File: config.mk
export PLATFORM = sky130hd
export DESIGN_NAME = multicycle_core_flat
export DESIGN_NICKNAME = d
export VERILOG_FILES = /design/src/rtl/multicycle_core_if.sv /design/src/rtl/multicycle_core.sv /design/src/flat_wrapper.sv
export SDC_FILE = /design/constraint.sdc
export NUM_CORES = 2
export LEC_CHECK = 0
export BUFFER_PORTS_ARGS = -buffer_cell sky130_fd_sc_hd__buf_2
export CAP_MARGIN = 20
export CORE_MARGIN = 1
export CORE_UTILIZATION = 60
export DETAILED_ROUTE_END_ITERATION = 8
export PLACE_DENSITY = 0.87
export SYNTH_ARGS = -nofsm -noshare
export SYNTH_HDL_FRONTEND = slang
export SYNTH_SLANG_ARGS = --single-unit
File: constraint.sdc
create_clock -name clk -period 5.44 [get_ports clk]
set_clock_uncertainty 0.05 [all_clocks]
set_input_delay 0.544 -clock clk [delete_from_list [all_inputs] [get_ports clk]]
set_output_delay 0.544 -clock clk [all_outputs]
set_load 0.1 [all_outputs]
File: src/rtl/multicycle_core_if.sv
// Memory bus between the multicycle core and its single shared memory.
// The core holds mem_req (and the address/data alongside it) until mem_ack.
interface multicycle_core_if;
   logic        mem_req;
   logic        mem_we;
   logic [31:0] mem_addr;
   logic [31:0] mem_wdata;
   logic [31:0] mem_rdata;
   logic        mem_ack;

   modport master (
      output mem_req, mem_we, mem_addr, mem_wdata,
      input  mem_rdata, mem_ack
   );

   modport slave (
      input  mem_req, mem_we, mem_addr, mem_wdata,
      output mem_rdata, mem_ack
   );
endinterface

File: src/rtl/multicycle_core.sv
// Multicycle MIPS-subset core: FETCH -> DECODE -> EXEC -> (MEM) -> (WB).
// One shared memory port for instructions and data, 32 x 32 register file,
// and a retired-instruction counter. HALT is sticky until reset.
module multicycle_core #(
   parameter logic [31:0] RESET_PC = 32'h0000_0000,
   parameter logic [4:0]  LED_REG  = 5'd2,
   parameter int          CNT_W    = 32
) (
   input  logic             clk,
   input  logic             reset,
   multicycle_core_if.master mem,
   output logic [31:0]      pc,
   output logic             halted,
   output logic [1:0]       fault,
   output logic [CNT_W-1:0] retired,
   output logic [7:0]       leds
);

   typedef enum logic [2:0] {FETCH, DECODE, EXEC, MEM, WB, HALT} state_t;

   localparam logic [5:0] OP_RTYPE = 6'h00;
   localparam logic [5:0] OP_J     = 6'h02;
   localparam logic [5:0] OP_JAL   = 6'h03;
   localparam logic [5:0] OP_BEQ   = 6'h04;
   localparam logic [5:0] OP_BNE   = 6'h05;
   localparam logic [5:0] OP_ADDIU = 6'h09;
   localparam logic [5:0] OP_ANDI  = 6'h0C;
   localparam logic [5:0] OP_ORI   = 6'h0D;
   localparam logic [5:0] OP_LUI   = 6'h0F;
   localparam logic [5:0] OP_LW    = 6'h23;
   localparam logic [5:0] OP_SW    = 6'h2B;

   localparam logic [5:0] FN_SLL   = 6'h00;
   localparam logic [5:0] FN_SRL   = 6'h02;
   localparam logic [5:0] FN_JR    = 6'h08;
   localparam logic [5:0] FN_ADDU  = 6'h21;
   localparam logic [5:0] FN_SUBU  = 6'h23;
   localparam logic [5:0] FN_AND   = 6'h24;
   localparam logic [5:0] FN_OR    = 6'h25;
   localparam logic [5:0] FN_SLT   = 6'h2A;

   state_t      state, state_nx;
   logic [31:0] ir;
   logic [31:0] a_q, b_q, imm_q;
   logic [31:0] res_q;          // ALU result, JAL link, or loaded data
   logic [1:0]  fault_q;
   logic [31:0] regs [32];

   // instruction fields
   logic [5:0]  op, funct;
   logic [4:0]  rs, rt, rd, shamt;
   logic [15:0] imm16;
   logic [25:0] imm26;
   assign op    = ir[31:26];
   assign rs    = ir[25:21];
   assign rt    = ir[20:16];
   assign rd    = ir[15:11];
   assign shamt = ir[10:6];
   assign funct = ir[5:0];
   assign imm16 = ir[15:0];
   assign imm26 = ir[25:0];

   logic        is_sw;
   logic [4:0]  wb_dst;
   assign is_sw  = (op == OP_SW);
   assign wb_dst = (op == OP_RTYPE) ? rd : (op == OP_JAL) ? 5'd31 : rt;

   // bus drive
   logic        req, we, ack;
   logic [31:0] addr;
   logic        retire;
   assign mem.mem_req   = req;
   assign mem.mem_we    = we;
   assign mem.mem_addr  = addr;
   assign mem.mem_wdata = b_q;
   assign ack           = mem.mem_ack & req;

   assign halted  = (state == HALT);
   assign fault   = fault_q;
   assign leds    = regs[LED_REG][7:0];

   // EXEC datapath: ALU result, control-flow target and next state
   logic [31:0]        alu_r, ex_pc_val;
   logic               ex_pc_ld;
   logic [1:0]         ex_fault;
   state_t             ex_nx;
   logic signed [31:0] sa, sb;
   always_comb begin
      alu_r     = '0;
      ex_pc_ld  = 1'b0;
      ex_pc_val = pc;
      ex_fault  = 2'd0;
      ex_nx     = WB;
      sa        = a_q;
      sb        = b_q;
      case (op)
         OP_RTYPE: begin
            case (funct)
               FN_ADDU: alu_r = a_q + b_q;
               FN_SUBU: alu_r = a_q - b_q;
               FN_AND:  alu_r = a_q & b_q;
               FN_OR:   alu_r = a_q | b_q;
               FN_SLT:  alu_r = {31'd0, (sa < sb)};
               FN_SLL:  alu_r = b_q << shamt;
               FN_SRL:  alu_r = b_q >> shamt;
               FN_JR: begin
                  ex_pc_ld  = 1'b1;
                  ex_pc_val = a_q;
                  ex_nx     = FETCH;
               end
               default: begin
                  ex_nx    = HALT;
                  ex_fault = 2'd1;
               end
            endcase
         end
         OP_J: begin
            ex_pc_ld  = 1'b1;
            ex_pc_val = {pc[31:28], imm26, 2'b00};
            ex_nx     = FETCH;
         end
         OP_JAL: begin
            alu_r     = pc;     // pc already points past the JAL
            ex_pc_ld  = 1'b1;
            ex_pc_val = {pc[31:28], imm26, 2'b00};
         end
         OP_BEQ, OP_BNE: begin
            ex_pc_ld  = ((a_q == b_q) == (op == OP_BEQ));
            ex_pc_val = pc + {imm_q[29:0], 2'b00};
            ex_nx     = FETCH;
         end
         OP_ADDIU: alu_r = a_q + imm_q;
         OP_ANDI:  alu_r = a_q & imm_q;
         OP_ORI:   alu_r = a_q | imm_q;
         OP_LUI:   alu_r = {imm16, 16'h0000};
         OP_LW, OP_SW: begin
            alu_r = a_q + imm_q;
            if (alu_r[1:0] != 2'b00) begin
               ex_nx    = HALT;
               ex_fault = 2'd2;
            end else begin
               ex_nx = MEM;
            end
         end
         default: begin
            ex_nx    = HALT;
            ex_fault = 2'd1;
         end
      endcase
   end

   // FSM next state, bus request and retire strobe
   always_comb begin
      state_nx = state;
      req      = 1'b0;
      we       = 1'b0;
      addr     = pc;
      retire   = 1'b0;
      case (state)
         FETCH: begin
            req = reset;   // bus goes idle the instant reset asserts
            if (mem.mem_ack && reset) state_nx = DECODE;
         end
         DECODE: state_nx = EXEC;
         EXEC: begin
            state_nx = ex_nx;
            retire   = (ex_nx == FETCH);
         end
         MEM: begin
            req  = reset;
            we   = is_sw;
            addr = res_q;
            if (mem.mem_ack && reset) begin
               state_nx = is_sw ? FETCH : WB;
               retire   = is_sw;
            end
         end
         WB: begin
            state_nx = FETCH;
            retire   = 1'b1;
         end
         HALT:    state_nx = HALT;
         default: state_nx = HALT;
      endcase
   end

   // state register
   always_ff @(posedge clk or negedge reset) begin
      if (!reset) state <= FETCH;
      else        state <= state_nx;
   end

   // datapath and architectural state updates per FSM state
   always_ff @(posedge clk or negedge reset) begin
      if (!reset) begin
         pc      <= RESET_PC;
         ir      <= '0;
         a_q     <= '0;
         b_q     <= '0;
         imm_q   <= '0;
         res_q   <= '0;
         fault_q <= 2'd0;
         retired <= '0;
         for (int i = 0; i < 32; i++) regs[i] <= '0;
      end else begin
         retired <= retired + CNT_W'(retire);
         case (state)
            FETCH: begin
               if (ack) begin
                  ir <= mem.mem_rdata;
                  pc <= pc + 32'd4;
               end
            end
            DECODE: begin
               a_q   <= regs[rs];
               b_q   <= regs[rt];
               imm_q <= (op == OP_ANDI || op == OP_ORI) ? {16'h0000, imm16}
                                                        : {{16{imm16[15]}}, imm16};
            end
            EXEC: begin
               res_q <= alu_r;
               if (ex_pc_ld) pc <= ex_pc_val;
               if (ex_nx == HALT) fault_q <= ex_fault;
            end
            MEM: begin
               if (ack && !is_sw) res_q <= mem.mem_rdata;
            end
            WB: begin
               if (wb_dst != 5'd0) regs[wb_dst] <= res_q;
            end
            default: ;
         endcase
      end
   end

endmodule

File: src/flat_wrapper.sv
// flat-port wrapper written by rule: the top's interface ports become plain ports
module multicycle_core_flat 
#(
   parameter logic [31:0] RESET_PC = 32'h0000_0000,
   parameter logic [4:0]  LED_REG  = 5'd2,
   parameter int          CNT_W    = 32
)
  (clk, reset, pc, halted, fault, retired, leds, mem_mem_req, mem_mem_we, mem_mem_addr, mem_mem_wdata, mem_mem_rdata, mem_mem_ack);
  multicycle_core_if mem_i ();
  input  logic clk;
  input  logic reset;
  output logic [31:0] pc;
  output logic halted;
  output logic [1:0] fault;
  output logic [CNT_W-1:0] retired;
  output logic [7:0] leds;
  output wire logic [$bits(mem_i.mem_req)-1:0] mem_mem_req;
  output wire logic [$bits(mem_i.mem_we)-1:0] mem_mem_we;
  output wire logic [$bits(mem_i.mem_addr)-1:0] mem_mem_addr;
  output wire logic [$bits(mem_i.mem_wdata)-1:0] mem_mem_wdata;
  input wire logic [$bits(mem_i.mem_rdata)-1:0] mem_mem_rdata;
  input wire logic [$bits(mem_i.mem_ack)-1:0] mem_mem_ack;
  assign mem_mem_req = mem_i.mem_req;
  assign mem_mem_we = mem_i.mem_we;
  assign mem_mem_addr = mem_i.mem_addr;
  assign mem_mem_wdata = mem_i.mem_wdata;
  assign mem_i.mem_rdata = mem_mem_rdata;
  assign mem_i.mem_ack = mem_mem_ack;
  multicycle_core #(.RESET_PC(RESET_PC), .LED_REG(LED_REG), .CNT_W(CNT_W)) u_core (.clk(clk), .reset(reset), .mem(mem_i), .pc(pc), .halted(halted), .fault(fault), .retired(retired), .leds(leds));
endmodule
# --- Word-level counts from Yosys, hierarchy flattened ---
# Cells that the tools add are included.
classes:
  addsub: 6
  n_lt_le_gt_ge: 5
  n_eq_ne: 34
  shifts: 2
  mux: 38
  bitwise_logic: 8
  reduce_logical: 30
ops:
  columns: ["op", "count"]
  rows:
  - ["bitwise mux 1024 bit", 1]
  - ["2-to-1 mux 32 bit", 11]
  - ["binary-select mux 32 bit (select 5 bit)", 2]
  - ["case mux 32 bit (7 select lines)", 1]
  - ["case mux 32 bit (6 select lines)", 1]
  - ["demux 32 bit (select 5 bit)", 1]
  - ["case mux 32 bit (2 select lines)", 2]
  - ["adder 32 bit", 3]
  - ["case mux 32 bit (3 select lines)", 1]
  - ["bitwise AND 32 bit", 2]
  - ["OR 32 bit", 2]
  - ["== test 6 bit (second input constant)", 7]
  - ["adder 32 x 1 -> 32 bit", 1]
  - ["adder 32 x 3 -> 32 bit (second input constant)", 1]
  - ["== test 32 bit", 1]
  - ["< comparator 32 bit", 1]
  - ["<< shifter 32 x 5 -> 32 bit", 1]
  - [">> shifter 32 x 5 -> 32 bit", 1]
  - ["subtractor 32 bit", 1]
  - ["== test 6 x 4 -> 1 bit (second input constant)", 5]
  - ["== test 6 x 2 -> 1 bit (second input constant)", 3]
  - ["greater-or-equal comparator 6 bit (second input constant)", 3]
  - ["inverter 5 -> 6 bit", 3]
  - ["OR reduction 8 bit", 2]
  - ["other kinds (35)", 66]
word_totals:
  regBits: 1253
  input_bits: 35
  out_inout_bits: 141
  wordCells: 165

# --- Logic depth before layout (Yosys ltp) ---
depth:
  word_depth: 9
  depth_mapped: 16
  depth_no_buf: 15

# --- Worst setup path before layout ---
# No wires, ideal clock.
synth_path:
  path_type: "reg-to-reg"
  startpoint: "reg u_core.ir[26]"
  endpoint: "reg u_core.retired[26]"
  setup_ns: 0.158
  arrival_time_ns: 4.244
  required_ns: 5.232
  slack_ns: 0.988
  stages_incl_launch_ff: 12
  path_buffers: 0
  synth_period_minus_slack_ns: 4.452
  cell_sequence: "dfrtp_1 nand2_1 nor4b_1 nand2_1 nor2_1 a221o_1 ha_1 ha_1 nand3_1 nor3_1 nand3_1 xnor2_1"
synth_via:
  elab_chain_cells: 6
  word_cells_on_any_way: 19
  cone_classes: "add/sub: 1; eq/ne: 10; mux: 3; reduce/logical: 5"
synth_lines:
  columns: ["item", "line_no", "text"]
  rows:
  - ["start, declared", "multicycle_core.sv:43", "logic [31:0] ir;"]
  - ["start signal, assigned", "multicycle_core.sv:210", "ir <= mem.mem_rdata;"]
  - ["== test 6 x 4 -> 1 bit (tied with other cells)", "multicycle_core.sv:96", "case (op)"]
  - ["OR reduction 5 bit (no source line) (tied with other cells)", null, null]
  - ["case mux 3 bit (4 select lines)", "multicycle_core.sv:96", null]
  - ["logical NOT 3 bit", "multicycle_core.sv:167", "retire = (ex_nx == FETCH);"]
  - ["case mux 1 bit (3 select lines) (*)", "multicycle_core.sv:159", "case (state)"]
  - ["adder 32 x 1 -> 32 bit (*)", "multicycle_core.sv:206", "retired <= retired + CNT_W'(retire);"]
  - ["end signal, assigned", "multicycle_core.sv:206", null]
  - ["end, declared", "multicycle_core.sv:15", "output logic [CNT_W-1:0] retired,"]
# Mark *: on every way between the ends. The rest lies on a longest branch, timed or not.
# A chain may end at the register's enable or synchronous reset.

# --- Worst setup path in the final report ---
layout_path:
  startpoint: "reg u_core.ir[31]"
  endpoint: "reg u_core.retired[24]"
# The elaborated chain is that of the path after synthesis.

==> metrics.md <==
| Metric | Value |
|---|---|
| Run status | `finished, violations left` |
| Failing checks | `DRC` |
| R2r setup slk | `0.51 ns` |
| Period utilization | `0.906` |
| Gpl congestion | `1.13` |
| PD cells | `235 mW/mm^2` |
| Clk root buf | `clkbuf_16` |
| Pins Over Slew Limit | `0` |
| Vias per inst | `7.72` |
| Dpl hpwl | `184000 um` |
| Port Buffer Count | `175` |
| Critical path endpoint category | `flip-flop` |
| Source of the worst hold timing path | `mem_mem_rdata[19]` |
| Clock transition at the registers of the reported paths | `0.06 ns` |
| Most frequent cells in the layout | `1222 x dfrtp_1, 1014 x mux2_2, 674 x mux4_2` |
| Drt drc | `1` |
| Worst slew pin tran | `1.23 ns` |
| Area share of the largest cell type after synthesis | `0.404` |
| Initial antenna violation count | `18` |
| Ports | `176` |
| Top_reg_cell synth | `dfrtp_1` |
| Maxcap violations | `0` |
| Most common cell after layout, fill and taps aside | `dfrtp_1` |
| TritonCTS clock tree | `built` |
| Cells after Synth | `6201` |
| Cell taking the most area after synthesis | `dfrtp_1` |
| H-tree depth | `4` |
| Core area | `0.126 sq mm` |
| Largest net degree at the start of global routing | `191` |
| Gr usage total | `0.443` |
| WP data required | `6.09 ns` |
| Finish-stage setup viols | `0` |
| R2R Path Start | `u_core.ir[31]` |
| Area contributors post-synth | `dfrtp_1 40%, mux4_2 20%, mux2_2 15%` |
| Yosys cell types | `89` |
| Wire per inst | `36.3 um` |
| Post-Synthesis Cell Area | `0.0767 sq mm` |
| CTS sink cnt | `1238` |
| Die width | `360 um` |
| RSZ-0062 raised after global routing | `no` |
| Critical path origin | `u_core.ir[31]` |
| Hold Violations, Final | `0` |
| WS Path Type | `flip-flop to flip-flop` |
| Yosys warning count | `0` |
| Minimum clock period | `4.93 ns` |
| Setup TNS | `0 ns` |
| Leakage | `37.4 nW` |
| #FFs+latches synth | `1238` |
| NumNets Final | `6425` |
| Post-DRT Antenna Nets | `0` |
| Vias in the first global route | `62000` |
| Synth-to-Final Area Change | `10.7%` |
| Mean Syn Cell Area | `12.4 sq um` |
| Fillers | `8279` |
| Row count | `130` |
| Ratio of cells with drive above 1 in the final layout | `0.380` |
| Starting DRT DRC Count | `9695` |
| Die Area | `0.129 sq mm` |
| Routed WL | `288000 um` |
| Post-cts sizing count | `0` |
| Gr ovfl total | `0` |
| Post-synth EDFFs | `0` |
| Hold Crit Class | `input port to flip-flop` |
| Mapped Nets | `6449` |
| Effective utilization at floorplan | `0.608` |
| DR pass1 iterations | `9` |
| Worst-Skew Late Latency | `0.80 ns` |
| Total power | `0.0199 W` |
| CTS Buf Count | `130` |
| First-pass GRT wire length | `421000 um` |
| Worst Path Max Fanout | `8` |
| Seq/Total Area, Yosys | `0.404` |
| Die height | `360 um` |
| Slew headroom | `0.173` |
| Vias | `61200` |
| Clock Tree Buf Depth | `3` |
| Async S/R FF share, synth | `1.00` |
| VDD IR-drop max | `0.208 mV` |
| Maximum clock frequency | `203 MHz` |
| CP arrival | `5.58 ns` |
| Kind of start point of the critical path | `flip-flop` |
## per-layer routing
layer	track usage	share of wire
met5	0	0.00046
met4	0.315	0.082
met3	0.142	0.13
met2	0.659	0.45
met1	0.551	0.34
## synth_stat cells, drive strengths merged, types with 24 or more instances
master,count
ha,209
a21oi,361
inv,153
xnor2,72
nand2,422
nand2b,26
mux4,674
mux2i,161
o22ai,34
nor2,331
and3,30
a211oi,43
nand3,72
buf,187
o21ai,211
clkbuf,408
nor3,44
mux2,1014
a21o,26
dfrtp,1238
a221oi,51
nand4,34
xor2,34
o211ai,29
a31oi,24
## layout make-up
type / count / area [sq um] / area share
Antenna cell: 3 / 7.51 / 0.0000884
Clock buffer: 188 / 3740 / 0.0441
Clock inverter: 44 / 736 / 0.00866
Inverter: 153 / 574 / 0.00676
Multi-Input combinational cell: 4215 / 43100 / 0.507
Sequential cell: 1238 / 31000 / 0.365
Tap cell: 1650 / 2060 / 0.0243
Timing Repair Buffer: 439 / 3730 / 0.0439
## registers in the layout, summed over array words and instances (netlist names)
register,count
u_core.regs,1016
u_core.a_q,32
u_core.ir,32
u_core.mem.mem_wdata,32
u_core.pc,32
u_core.res_q,32
u_core.retired,32
u_core.imm_q,17
u_core.leds,8
u_core.state,3
u_core.fault,2
## final timing paths
kind,endpoint,depth (start not counted)
min in group asynchronous,u_core.regs[1018],2
max in group asynchronous,u_core.ir[7],4
hold / removal,u_core.ir[19],3
setup / recovery,u_core.retired[24],13
setup reg to reg,u_core.retired[24],13
hold reg to reg,u_core.regs[1022],0
## per-stage QoR
step            util  instances  cell area, sq um  setup slack [ns]  hold WS, ns
4_1_cts        0.668       7902             84300             0.828     0.000821
6_report       0.673       7930             84900             0.512       0.0570
2_1_floorplan      -       6201             76700             0.988        0.198
5_1_grt        0.673       7927             84900             0.359       0.0549
3_3_place_gp   0.630       7639             79500             0.978        0.326
3_5_place_dp   0.630       7640             79500             0.945        0.333
## power breakdown
part,switching (W),total (W),internal (W)
Clock,0.00408,0.00966,0.00558
Combinational,0.000679,0.000969,0.000290
Sequential,0.0000825,0.00930,0.00921
## worst max-delay path, stage by stage (launching register included)
cell	delay [ns]
dfrtp_1	0.47
nor2_1	0.39
nand2_1	0.33
nor3_1	1.02
nand2_1	0.60
nor2_1	0.37
nor4_1	0.09
a221o_1	0.33
ha_1	0.27
ha_1	0.26
nand3_1	0.20
nor3_1	0.18
nand3_1	0.14
xnor2_1	0.13
## what timing repair did
action                    4_1_cts  5_1_grt
hold buffers                   30        0
hold endpoints to repair      116        0
setup buffers                   0        0
## cell families after synthesis
family	synth area share
flops	0.404
mux	0.368
buf+inv	0.0389
simple gates	0.0620
fa+ha+maj	0.0351
xor+xnor	0.0121
compound gates	0.0804
Power figures use the tool's default switching activity.
